[src/rtl/fifo_sync_param.sv]
// rtl/fifo_sync_param.sv - parametrised single-clock FWFT FIFO with thresholds and error pulses
module fifo_sync_param #(
  parameter int WIDTH    = 41,
  parameter int DEPTH    = 4,
  parameter int AF_LEVEL = DEPTH - 1,
  parameter int AE_LEVEL = 1,
  parameter int CW       = $clog2(DEPTH + 1)
) (
  input  logic             clk,
  input  logic             rst_n,
  input  logic [WIDTH-1:0] data_in,
  input  logic             write_enable,
  input  logic             read_enable,
  output logic [WIDTH-1:0] data_out,
  output logic             full,
  output logic             empty,
  output logic             almost_full,
  output logic             almost_empty,
  output logic [CW-1:0]    count,
  output logic             overflow,
  output logic             underflow
);

  // Pointer width; DEPTH need not be a power of two, so pointers wrap explicitly.
  localparam int PW = (DEPTH > 1) ? $clog2(DEPTH) : 1;
  localparam logic [PW-1:0] LAST_PTR = PW'(DEPTH - 1);
  localparam logic [CW-1:0] FULL_CNT = CW'(DEPTH);
  localparam logic [CW-1:0] AF_CNT   = CW'(AF_LEVEL);
  localparam logic [CW-1:0] AE_CNT   = CW'(AE_LEVEL);

  // Illegal configurations are rejected at elaboration.
  if (DEPTH < 2) begin : g_bad_depth
    $error("fifo_sync_param: DEPTH must be >= 2");
  end
  if (AF_LEVEL < 1 || AF_LEVEL > DEPTH) begin : g_bad_af
    $error("fifo_sync_param: AF_LEVEL must be in 1..DEPTH");
  end
  if (AE_LEVEL < 0 || AE_LEVEL > DEPTH - 1) begin : g_bad_ae
    $error("fifo_sync_param: AE_LEVEL must be in 0..DEPTH-1");
  end
  if (WIDTH < 1) begin : g_bad_width
    $error("fifo_sync_param: WIDTH must be >= 1");
  end

  logic [WIDTH-1:0] mem [DEPTH];
  logic [PW-1:0]    wr_ptr;
  logic [PW-1:0]    rd_ptr;
  logic             wr_ok;
  logic             rd_ok;

  function automatic logic [PW-1:0] advance(input logic [PW-1:0] ptr);
    return (ptr == LAST_PTR) ? '0 : ptr + PW'(1);
  endfunction

  // Flags decode only the registered count; no enable-to-output paths.
  assign full         = (count == FULL_CNT);
  assign empty        = (count == '0);
  assign almost_full  = (count >= AF_CNT);
  assign almost_empty = (count <= AE_CNT);

  // A full FIFO still accepts a write when the same edge pops the head.
  assign wr_ok = write_enable && (!full || read_enable);
  assign rd_ok = read_enable && !empty;

  // First-word-fall-through head; forced to zero so stale storage never shows.
  assign data_out = empty ? '0 : mem[rd_ptr];

  // Storage array is deliberately left unreset.
  always_ff @(posedge clk) begin
    if (wr_ok) begin
      mem[wr_ptr] <= data_in;
    end
  end

  // Pointers, occupancy and one-cycle error pulses.
  always_ff @(posedge clk or negedge rst_n) begin
    if (!rst_n) begin
      wr_ptr    <= '0;
      rd_ptr    <= '0;
      count     <= '0;
      overflow  <= 1'b0;
      underflow <= 1'b0;
    end else begin
      if (wr_ok) begin
        wr_ptr <= advance(wr_ptr);
      end
      if (rd_ok) begin
        rd_ptr <= advance(rd_ptr);
      end
      if (wr_ok && !rd_ok) begin
        count <= count + CW'(1);
      end else if (rd_ok && !wr_ok) begin
        count <= count - CW'(1);
      end
      overflow  <= write_enable && full && !read_enable;
      underflow <= read_enable && empty;
    end
  end

endmodule
[config.mk]
export PLATFORM = sky130hd
export DESIGN_NAME = fifo_sync_param
export DESIGN_NICKNAME = d
export VERILOG_FILES = /design/src/rtl/fifo_sync_param.sv
export SDC_FILE = /design/constraint.sdc
export NUM_CORES = 1
export LEC_CHECK = 0
export CORE_AREA = 10 10 153 155
export CTS_CLUSTER_SIZE = 10
export DETAILED_ROUTE_END_ITERATION = 10
export DIE_AREA = 0 0 163 165
export GPL_ROUTABILITY_DRIVEN = 0
export PLACE_DENSITY = 0.61
export SETUP_SLACK_MARGIN = 0.3
export SLEW_MARGIN = 30
export SYNTH_ARGS = -nofsm -noshare
export SYNTH_HDL_FRONTEND = slang
export SYNTH_SLANG_ARGS = --single-unit
[constraint.sdc]
create_clock -name clk -period 4.2 [get_ports clk]
set_input_delay 0.84 -clock clk [delete_from_list [all_inputs] [get_ports clk]]
set_output_delay 0.84 -clock clk [all_outputs]
set_load 0.05 [all_outputs]
======== After elaboration in Yosys (flattened, before gate mapping) ========
Memory sizes are Yosys's and may differ from the RTL's.
Index checks and enable logic that the tools add are counted.
cells by class
  add/sub/neg operators ................... 4
  $lt $le $gt $ge ......................... 2
  equality and inequality tests ........... 3
  mux-type cells .......................... 7
  reductions and logical operators ........ 15
operator list
  cell                                                                                  number
  41-bit 2-to-1 mux                                                                     1
  1-bit logical AND                                                                     7
  3-bit 2-to-1 mux                                                                      2
  1-bit zero test                                                                       5
  2-bit by 1-bit adder with 2-bit output (second input constant)                        2
  2-bit == test (second input constant)                                                 2
  2-bit 2-to-1 mux                                                                      2
  3-bit by 1-bit adder with 3-bit output (second input constant)                        1
  3-bit == test (second input constant)                                                 1
  3-bit by 2-bit greater-or-equal comparator with 1-bit output (second input constant)  1
  3-bit by 1-bit <= comparator with 1-bit output (second input constant)                1
  3-bit zero test                                                                       1
  3-bit by 1-bit subtractor with 3-bit output (second input constant)                   1
  1-bit 2-to-1 mux                                                                      2
  2-bit nonzero test                                                                    1
  1-bit logical OR                                                                      1
storage, ports and cells
  register bits after elaboration ......... 9
  memory bits (writable) .................. 164
  bits of input ports ..................... 45
  output and inout port bits .............. 50
  word-level logic and storage cells ...... 37
  memories kept ........................... 1
memory list
  name  words  bits a word  rd ports  clocked after memory_dff  write ports  RTL line  text
  mem   4      41           1         0                         1            45        logic [WIDTH-1:0] mem [DEPTH];

======== Depth between registers and ports, before layout ========
  depth after elaboration ................. 8
  mapped depth ............................ 8
  mapped depth without buffers ............ 8

======== Least setup slack after synthesis ========
No wires, ideal clock.
  path type ............................... register to output
  from .................................... register count[0]
  to ...................................... output port data_out[39]
  arrival time ............................ 2.277 ns
  data required time ...................... 3.360 ns
  slack ................................... 1.083 ns
  stages on the path, launching flop included .. 7
  path buffers ............................ 1
  path through ............................ dfrtp_1 inv_1 ha_1 nand2b_4 nand2_2 buf_4 o22ai_1
between the ends
  longest elaborated chain between the ends .. 2
ends and longest elaborated chain
  element                 RTL line  text
  start, declared         19        output logic [CW-1:0] count,
  start signal, assigned  91        count <= count + CW'(1);
  start signal, assigned  93        count <= count - CW'(1);
  3-bit zero test         57        assign empty = (count == '0);
  41-bit 2-to-1 mux       66        assign data_out = empty ? '0 : mem[rd_ptr];
  end, declared           14        output logic [WIDTH-1:0] data_out,
No other way between the ends.

======== Final worst setup path ========
  from .................................... register count[0]
  to ...................................... output port data_out[20]
Same word-level chain as after synthesis.

==> results by group <==
Status
  – Status: completed

Layout
  – Nets: 522
  – Final core utilization: 43.96%
  – P&R area growth vs syn: 26.40%
  – Ratio of cells with drive above 1 in the final layout: 20.29%
  – Filler cells: 1,756
  – Most common cell after layout, fill and taps aside: edfxtp_1
  – Commonest non-fill, non-tap cells in the layout: edfxtp_1, mux2i_1, clkdlybuf4s50_1, o22ai_2, clkbuf_16
  – Post-route cell area: 8867 sq um

Power
  – Combinational share of power: 48.4%
  – Clk pwr share: 19.5%
  – Pwr/cell area: 852.6 nW/um^2
  – Maximum vdd drop: 0.5046 mV
  – Switching part of the total: 41.45%
  – Sequential fraction of design power: 32.1%
  – Psw: 3.134 mW
  – Pint: 4.427 mW
  – P_leak: 3.299 nW

Job
  – Max-cap viol count: 0

Critical path
  – Crit path DAT: 2930 ps
  – Kind of critical path: reg -> out
  – Reg2Reg Launch Point: count[0]
  – CP Max Fanout: 41
  – CP Launch Type: flop
  – WP data required: 3360 ps
  – Setup crit end kind: primary output
  – Crit path from: count[0]

Global routing
  – Grt ovf: 0
  – GRT met2 Usage: 17.99%
  – GRT Total Usage: 10.37%
  – Routing usage on met3: 3.983%
  – Vias in the first global route: 3,799
  – First-pass GRT wire length: 21,040 microns
  – GRT busiest layer: met2
  – Antenna violations before repair: 1
  – Grt met1 use: 11.32%
  – Largest net degree at the start of global routing: 47

Timing
  – Worst-margin pin slew: 810.1 ps
  – Fmax: 265.1 MHz
  – Slew HR: 45.99%
  – Layout Skew: 8.003 ps
  – Count of final max-slew check failures: 0
  – Final setup fails: 0
  – RSZ-0062 raised after global routing: yes
  – Sum Neg Setup Slack: 0 ps
  – Final setup margin: 428.3 ps
  – Final period utilization: 89.80%
  – Minimum clock period: 3772 ps
  – Endpoints failing hold: 0

Placed design
  – HPWL after detailed placement: 8310 microns
  – DP Worst Slack: 798.1 ps
  – Area after DPL: 8279 sq um
  – Port bufs: 94

Die
  – Row Count: 52
  – Num ports: 95
  – DIE AREA: 26,900 sq um
  – Die width: 163 microns
  – Die Y: 165 microns
  – Initial Util: 34.78%
  – CORE AREA: 20,170 sq um

Synthesis
  – Syn Area/Cell: 19.33 sq um
  – Sequential area share after synthesis: 73.41%
  – Post-Synthesis Cell Area: 7015 sq um
  – Syn Nets: 419
  – Top cell type's share of synthesized area: 70.20%
  – Cell taking the most area after synthesis: edfxtp_1
  – Synth Warn #: 0
  – Synth cell types: 26
  – Top cells by area, synth: edfxtp_1, mux2i_1, o22ai_2
  – Register bit total from synthesis: 173
  – Mapped Cells: 363

Clock tree
  – CTS root buf: clkbuf_16
  – Clock-pin slew on the worst setup and hold paths: 60 ps
  – Post CTS Setup Buffer Count: 0
  – TritonCTS buffer count: 17
  – CTS tree: built
  – Post-cts hold buffer count: 0
  – Clock Tree Buf Depth: 2
  – H-tree levels: 4
  – Worst-skew pair later-pin latency: 420 ps
  – Clk sinks: 173

Min path
  – Worst min-delay path startpoint: count[0]
  – Hold Crit Class: reg -> reg

Route
  – Final wirelength: 13,720 microns
  – DRT Pass-1 Iters: 4
  – Post-DR wirelength/cell: 18.32 microns
  – DRC violations left: 0
  – Vias per inst: 4.670
  – Vias: 3,498
  – DRT antenna net count: 0
  – Starting DRT DRC Count: 127
layer usage:
layer  part of all wire (%)  wire, microns  vias to the layer above
met5                      0              0                        -
li1                       -              -                     1648
met4                    1.3            172                        0
met1                     42           5781                     1768
met2                     51           6950                       67
met3                    5.9            813                       15
state kept, by name, summed over array words and instances (netlist names):
signal / cells
mem: 164
wr_ptr: 2
overflow: 1
count: 3
underflow: 1
rd_ptr: 2
critical path, cell delays in order (launching register included):
cell and delay [ps]:
dfrtp_1 430, inv_1 120, ha_1 270, nand2b_4 120
nand2b_4 430, o22ai_2 280, clkdlybuf4s50_1 850
power groups by stage:
stage	combinational [mW]	sequential, mW	clock (mW)
2_1_floorplan	2.66	2.45	0
3_3_place_gp	3.72	2.45	0
3_5_place_dp	3.74	2.47	0
4_1_cts	3.75	2.44	1.51
5_1_grt	3.87	2.46	1.60
6_report	3.66	2.43	1.47
cells by family after synthesis:
family                     after synthesis  synth area share, %
AOI/OAI and AO/OA                       48                7.901
xor gates and xnor gates                 2               0.2497
adders and majority gates               11                1.962
buffers and inverters                   25                2.497
DFF                                    173                73.41
muxes                                   86                12.45
and+or+nand+nor                         18                1.534
path summary, 6_finish.rpt:
| check | to | slack, ps | cells past startpoint |
|---|---|---|---|
| setup reg to reg | mem[1][14] | 1890 | 6 |
| hold reg to reg | count[0] | 570 | 1 |
| max in group asynchronous | rd_ptr[1] | 3130 | 1 |
| setup / recovery | data_out[20] | 430 | 6 |
| hold / removal | count[0] | 570 | 1 |
| min in group asynchronous | overflow | 730 | 1 |
cells in the mapped netlist (all sizes together):
master,n
a21oi,3
and2,5
buf,18
dfrtp,9
edfxtp,164
ha,11
inv,7
mux2,4
mux2i,82
nand2,5
nand2b,2
nand3b,1
nor2,4
nor3b,1
o21a,1
o21ai,2
o21bai,1
o22ai,41
xnor2,1
xor2,1
area by class of cell:
type	instances	area [sq um]	share of cell area, %
clock buffers	18	429.2	4.840
multi-input cells	165	1703	19.20
well taps	270	337.8	3.810
inverters	7	26.28	0.2963
clock inverters	13	126.4	1.425
repair buffers	102	1089	12.28
flip-flops and latches	173	5154	58.12
diodes	1	2.502	0.02822
through the flow:
step	hold WS, ps	cells	total power, mW
after floorplan	534.8	363	5.119
after global placement	519.0	717	6.173
after detailed placement	545.3	717	6.210
after CTS	568.4	748	7.699
after global routing	605.1	748	7.934
final	565.5	749	7.560
repair_timing:
action,4_1_cts,5_1_grt
gates resized for setup,0,12
endpoints found under the hold margin,0,0
setup endpoints to repair,0,30
Note: power is estimated with default switching activity, not from simulation.
